`config.mk`:
```
export PLATFORM = sky130hd
export DESIGN_NAME = cp0
export DESIGN_NICKNAME = d
export VERILOG_FILES = /design/src/rtl/cp0.sv
export SDC_FILE = /design/constraint.sdc
export NUM_CORES = 1
export LEC_CHECK = 0
export ABC_AREA = 1
export CORE_ASPECT_RATIO = 0.7
export CORE_MARGIN = 4
export CORE_UTILIZATION = 43
export CTS_CLUSTER_SIZE = 40
export DETAILED_ROUTE_END_ITERATION = 10
export PLACE_DENSITY = 0.81
export SLEW_MARGIN = 20
export SYNTH_ARGS = -nofsm -noshare
export SYNTH_HDL_FRONTEND = slang
export SYNTH_SLANG_ARGS = --single-unit
```
`constraint.sdc`:
```
create_clock -name clk -period 1.83 [get_ports clk]
set_input_delay 0.183 -clock clk [delete_from_list [all_inputs] [get_ports clk]]
set_output_delay 0.183 -clock clk [all_outputs]
set_load 0.02 [all_outputs]
```
`src/rtl/cp0.sv`:
```
// CP0: system control coprocessor holding SR, Cause, EPC and PRId.
// Raises Req for interrupts/exceptions and records the exception context.
module cp0 #(
    parameter logic [31:0] PRID = 32'h0000_B007
) (
    input  logic        clk,
    input  logic        reset,
    input  logic        en,
    input  logic [4:0]  CP0Add,
    input  logic [31:0] CP0In,
    output logic [31:0] CP0Out,
    input  logic [31:0] VPC,
    input  logic        BDIn,
    input  logic [4:0]  ExcCodeIn,
    input  logic [5:0]  HWInt,
    input  logic        EXLClr,
    output logic [31:0] EPCOut,
    output logic        Req
);

    logic [5:0]  im;
    logic        exl;
    logic        ie;
    logic        bd;
    logic [5:0]  ip;
    logic [4:0]  exc_code;
    logic [31:0] epc;

    logic        int_req;
    logic        exc_req;
    logic [31:0] sr_val;
    logic [31:0] cause_val;

    // Request generation from live interrupt lines and the pre-edge EXL.
    always_comb begin
        int_req = (|(HWInt & im)) & ie & ~exl;
        exc_req = (ExcCodeIn != 5'd0) & ~exl;
        Req     = (int_req | exc_req) & ~reset;
    end

    // Register images as seen by mfc0; unimplemented bits read zero.
    always_comb begin
        sr_val    = {16'h0, im, 8'h0, exl, ie};
        cause_val = {bd, 15'h0, ip, 3'h0, exc_code, 2'h0};
        case (CP0Add)
            5'd12:   CP0Out = sr_val;
            5'd13:   CP0Out = cause_val;
            5'd14:   CP0Out = epc;
            5'd15:   CP0Out = PRID;
            default: CP0Out = 32'h0;
        endcase
    end

    assign EPCOut = epc;

    // State update: reset, then exception entry, then eret/mtc0.
    always_ff @(posedge clk) begin
        if (reset) begin
            im       <= 6'h0;
            exl      <= 1'b0;
            ie       <= 1'b0;
            bd       <= 1'b0;
            ip       <= 6'h0;
            exc_code <= 5'h0;
            epc      <= 32'h0;
        end else begin
            ip <= HWInt;
            if (Req) begin
                exl      <= 1'b1;
                exc_code <= int_req ? 5'd0 : ExcCodeIn;
                bd       <= BDIn;
                epc      <= BDIn ? VPC - 32'd4 : VPC;
            end else begin
                if (en && CP0Add == 5'd12) begin
                    im  <= CP0In[15:10];
                    exl <= CP0In[1] & ~EXLClr;
                    ie  <= CP0In[0];
                end else if (EXLClr) begin
                    exl <= 1'b0;
                end
                if (en && CP0Add == 5'd14) begin
                    epc <= CP0In;
                end
            end
        end
    end

endmodule

```
# Word-level counts from Yosys, hierarchy flattened
# Index checks and enable logic that the tools add are counted.
# Widths: inputs -> output; s select.
[op_classes]
mux = 8
add_sub_neg = 1
reduce_logical = 7
n_bitwise = 11
eq_ne = 4
[op_table]
columns = ["cell", "n"]
rows = [
  ["$pmux 32 s4", 1],
  ["$mux 32", 3],
  ["$sub 32x3->32 const B", 1],
  ["$eq 5x4->1 const B", 4],
  ["$and 6x6->6", 1],
  ["$reduce_or 6->1", 1],
  ["$and 1x1->1", 5],
  ["$mux 5", 1],
  ["$reduce_bool 5->1", 1],
  ["$not 1->1", 4],
  ["$mux 1", 3],
  ["$reduce_bool 3->1", 1],
  ["$logic_and 1x1->1", 2],
  ["$reduce_and 2->1", 1],
  ["$reduce_bool 2->1", 1],
  ["$or 1x1->1", 1],
]
[word_totals]
reg_bits = 52
word_cells = 38
output_inout_bits = 65

# Longest topological paths before layout
[depth]
word_depth = 8
ltp_mapped = 13
ltp_nobuf = 13

# Worst setup path before layout
# Ideal clock, no wire load.
[synth_timing]
path_kind = "input to register"
from = "input port VPC[2]"
to = "register epc[22] (netlist: EPCOut[22])"
stages = 11
t_required_ns = 1.713
path_buffers = 0
arrival_time_ns = 1.209
slack_ns = 0.504
cell_sequence = "inv_1 ha_1 nand2_2 inv_2 nand2_2 nor2_4 nand2_2 nor2_2 xor2_1 o21a_1 nor2_1"
[synth_between]
elab_chain_len = 3
[synth_lines]
columns = ["item", "line_no", "rtl"]
rows = [
  ["from (decl)", "12", "input logic [31:0] VPC,"],
  ["$sub 32x3->32", "72", "epc <= BDIn ? VPC - 32'd4 : VPC;"],
  ["$mux 32", "72", ""],
  ["$mux 32", "68", "if (Req) begin"],
  ["to (signal assigned)", "72", ""],
  ["to (signal assigned)", "82", "epc <= CP0In;"],
  ["to (decl)", "27", "logic [31:0] epc;"],
]
# No other way between the ends.
# A chain may end at the register's enable or synchronous reset.

# Worst setup path in the final report
[layout_timing]
from = "input port CP0Add[3]"
to = "output port CP0Out[4]"
[layout_between]
elab_chain_len = 2
word_cells_on_any_way = 5
classes_between = "eq/ne (4); mux (1)"
[layout_lines]
columns = ["item", "line_no", "rtl"]
rows = [
  ["from (decl)", "9", "input logic [4:0] CP0Add,"],
  ["$eq 5x4->1", "45", "case (CP0Add)"],
  ["$pmux 32 s4 (*)", "45", ""],
  ["to (decl)", "11", "output logic [31:0] CP0Out,"],
]
# Mark *: on every way between the ends. The rest lies on a longest branch, timed or not.

==> qor.yml <==
tightestPinTransition_ns: 0.443
crit_fanout: 12
synth_area_per_cell_um2: 6.06
initial_core_util_pct: 44.5
cts_buffers: 5
max_clock_freq_ghz: 0.559
drcViolationCount: 0
cp.arrival_ns: 1.61
netlist_area_mm2: 0.00353
grt_max_degree: 42
p_total_mw: 3.30
global_route.overflow_total: 0
path_clk_slew_ns: 0.07
insertion_delay_ns: 0.28
clock_sinks: 52
holdCritPathClass: "primary input to flop"
timing.max_cap.violations: 0
post_cts_buffers: 0
io_buffer_count: 149
seq_area_frac_synth_pct: 29.5
grt_pass1_wl_um: 21600
crit_required_ns: 1.65
h-tree-depth: 2
peakVddDrop_mv: 0.422
p_per_area_mw_per_mm2: 583
cts_root_buf: "clkbuf_16"
synth_top_area_share_pct: 29.5
synth-edff-count: 0
die_height_um: 83.8
cts_buffer_depth: 2
core_area_mm2: 0.00794
wl_per_cell_um: 15.3
synthFlopType: "dfxtp_1"
grt_antenna_before_repair: 0
place_congestion: 0.938
path_cells: "clkdlybuf4s50_1, nand2_1, nor2_4, nand2_4, inv_2, a22o_1, clkdlybuf4s15_2"
viasPerCell: 5.02
hold_viol: 0
relSlewSlack_pct: 70.5
synth_cell_types: 38
ioPinCount: 150
ys_ff_latch: 52
setup_ws_ns: 0.0417
diodes: 0
track_usage_pct: 27.5
grt_pass1_vias: 4524
vias: 4446
yosys_warnings: 0
setup_viol: 0
rsz0062_at_grt: "true"
ys_top_cells_by_area: "dfxtp_1 29%, nand2_1 19%, nor2_1 9.7%, inv_1 7.3%, o21ai_0 5.4%"
dp_hpwl_um: 11000
totalWireLength_um: 13600
crit_family: "buffers and inverters"
pre_cts_ws_ns: -0.448
final_area_mm2: 0.00565
area_delta_synth_final_pct: 60.2
cts_tree: "built"
crit_buf_inv: 3
postSynth.asyncResetShare_pct: 0
fin_crit_ns: 1.79
syn-num-nets: 668
slowest_delay_ns: 0.47
p_leak_nw: 2.48
placed_area_mm2: 0.00560
fin_crit_sh_pct: 97.7
cp-start-kind: "primary input"
detail-route-antenna-nets: 0
whs_ns: 0.449
die_w_um: 116
placementRows: 27
layout_common_cells: "174 x nand2_1, 116 x clkdlybuf4s50_1, 88 x nor2_1"
drt_iter0_markers: 334
mostFrequentLayoutCell: "nand2_1"
status: "completed"
syn_inst: 582
critPathKind: "primary input to output port"
crit_slowest_cell: "clkdlybuf4s50_1"
fin_nets: 871
first_pass_iters: 5
skew_ns: 0.00361
cp-end-kind: "output port"
slew_violations: 0
yosysTopAreaCell: "dfxtp_1"
drive_gt1_share_pct: 18.5
die-area_mm2: 0.00975
synth_stat cells (2+ instances only):
library cell  instances
a211oi_1              5
a21oi_1              31
a22o_1                2
a31oi_1               2
buf_1                 3
buf_2                11
clkbuf_1              6
dfxtp_1              52
inv_1                69
inv_2                 6
nand2_1             174
nand2_2               6
nand2_4               2
nand3_1              21
nand3_4               2
nand4_1               8
nor2_1               91
nor2_2                7
nor2_4                4
nor3_1                2
o2111ai_1             2
o211ai_1              4
o21a_1                2
o21ai_0              38
xnor2_1               6
xor2_1               14
metrics by stage:
step	utilization [%]	cells	setup TNS, ns
finish	71.2	885	0
global route	71.2	885	-0.119
CTS	72.3	885	0
detailed placement	70.5	879	-13.47
global placement	70.5	879	-9.49
floorplan	-	582	0
worst paths after layout:
kind | start | endpoint | slack, ns | depth (start not counted)
worst min register to register | EPCOut[8]$_SDFFE_PP0P_ | EPCOut[8]$_SDFFE_PP0P_ | 0.49 | 2
worst max register to register | im[2]$_SDFFE_PP0P_ | EPCOut[3]$_SDFFE_PP0P_ | 0.22 | 10
worst min-delay path | HWInt[4] | ip[4]$_SDFF_PP0_ | 0.45 | 3
worst max-delay path | CP0Add[3] | CP0Out[4] | 0.04 | 7
layout make-up:
type	instances	area, um^2
multi-input cells	434	2120
inverters	75	284
well taps	101	126
fillers	666	2290
clock inverters	1	30.0
repair buffers	217	1930
flip-flops and latches	52	1040
clock buffers	5	125
state kept, by name (all words and copies together) (netlist names):
signal	count
EPCOut	32
im	6
ip	6
exc_code	5
bd	1
exl	1
ie	1
metal layers:
layer | up-vias | track usage, % | part of all wire, %
li1 | 2232 | - | -
met1 | 1988 | 36.9 | 43
met2 | 208 | 44.2 | 44
met3 | 18 | 7.32 | 11
met4 | 0 | 5.80 | 1.4
met5 | - | 0 | 0
report_power, final:
group          internal (mW)  switching, mW
registers               1.22         0.0610
logic                  0.487          0.506
clock network          0.630          0.394
repair_timing:
item	4_1_cts	5_1_grt
gates resized for setup	88	35
cloned	0	0
pin swaps	0	1
setup endpoints to repair	33	39
endpoints found under the hold margin	0	0
hold buffers	0	0
cells by family after synthesis:
logic type / share of synthesized area, %
flip-flops: 29.5
buffers and inverters: 10.8
adder cells (fa/ha/maj): 0.354
AO/OA/AOI/OAI: 14.9
AND/OR/NAND/NOR: 39.5
XOR/XNOR: 4.96
worst register-to-register path, cell delays in order, from the launching register on:
cell	delay, ns
dfxtp_1	0.33
nand2_1	0.07
nand3_1	0.09
o21ai_2	0.21
buf_4	0.16
nand2_2	0.07
nand2_4	0.10
nand2_2	0.10
buf_4	0.15
o21ai_0	0.15
a21oi_1	0.06
Power figures use the tool's default switching activity.
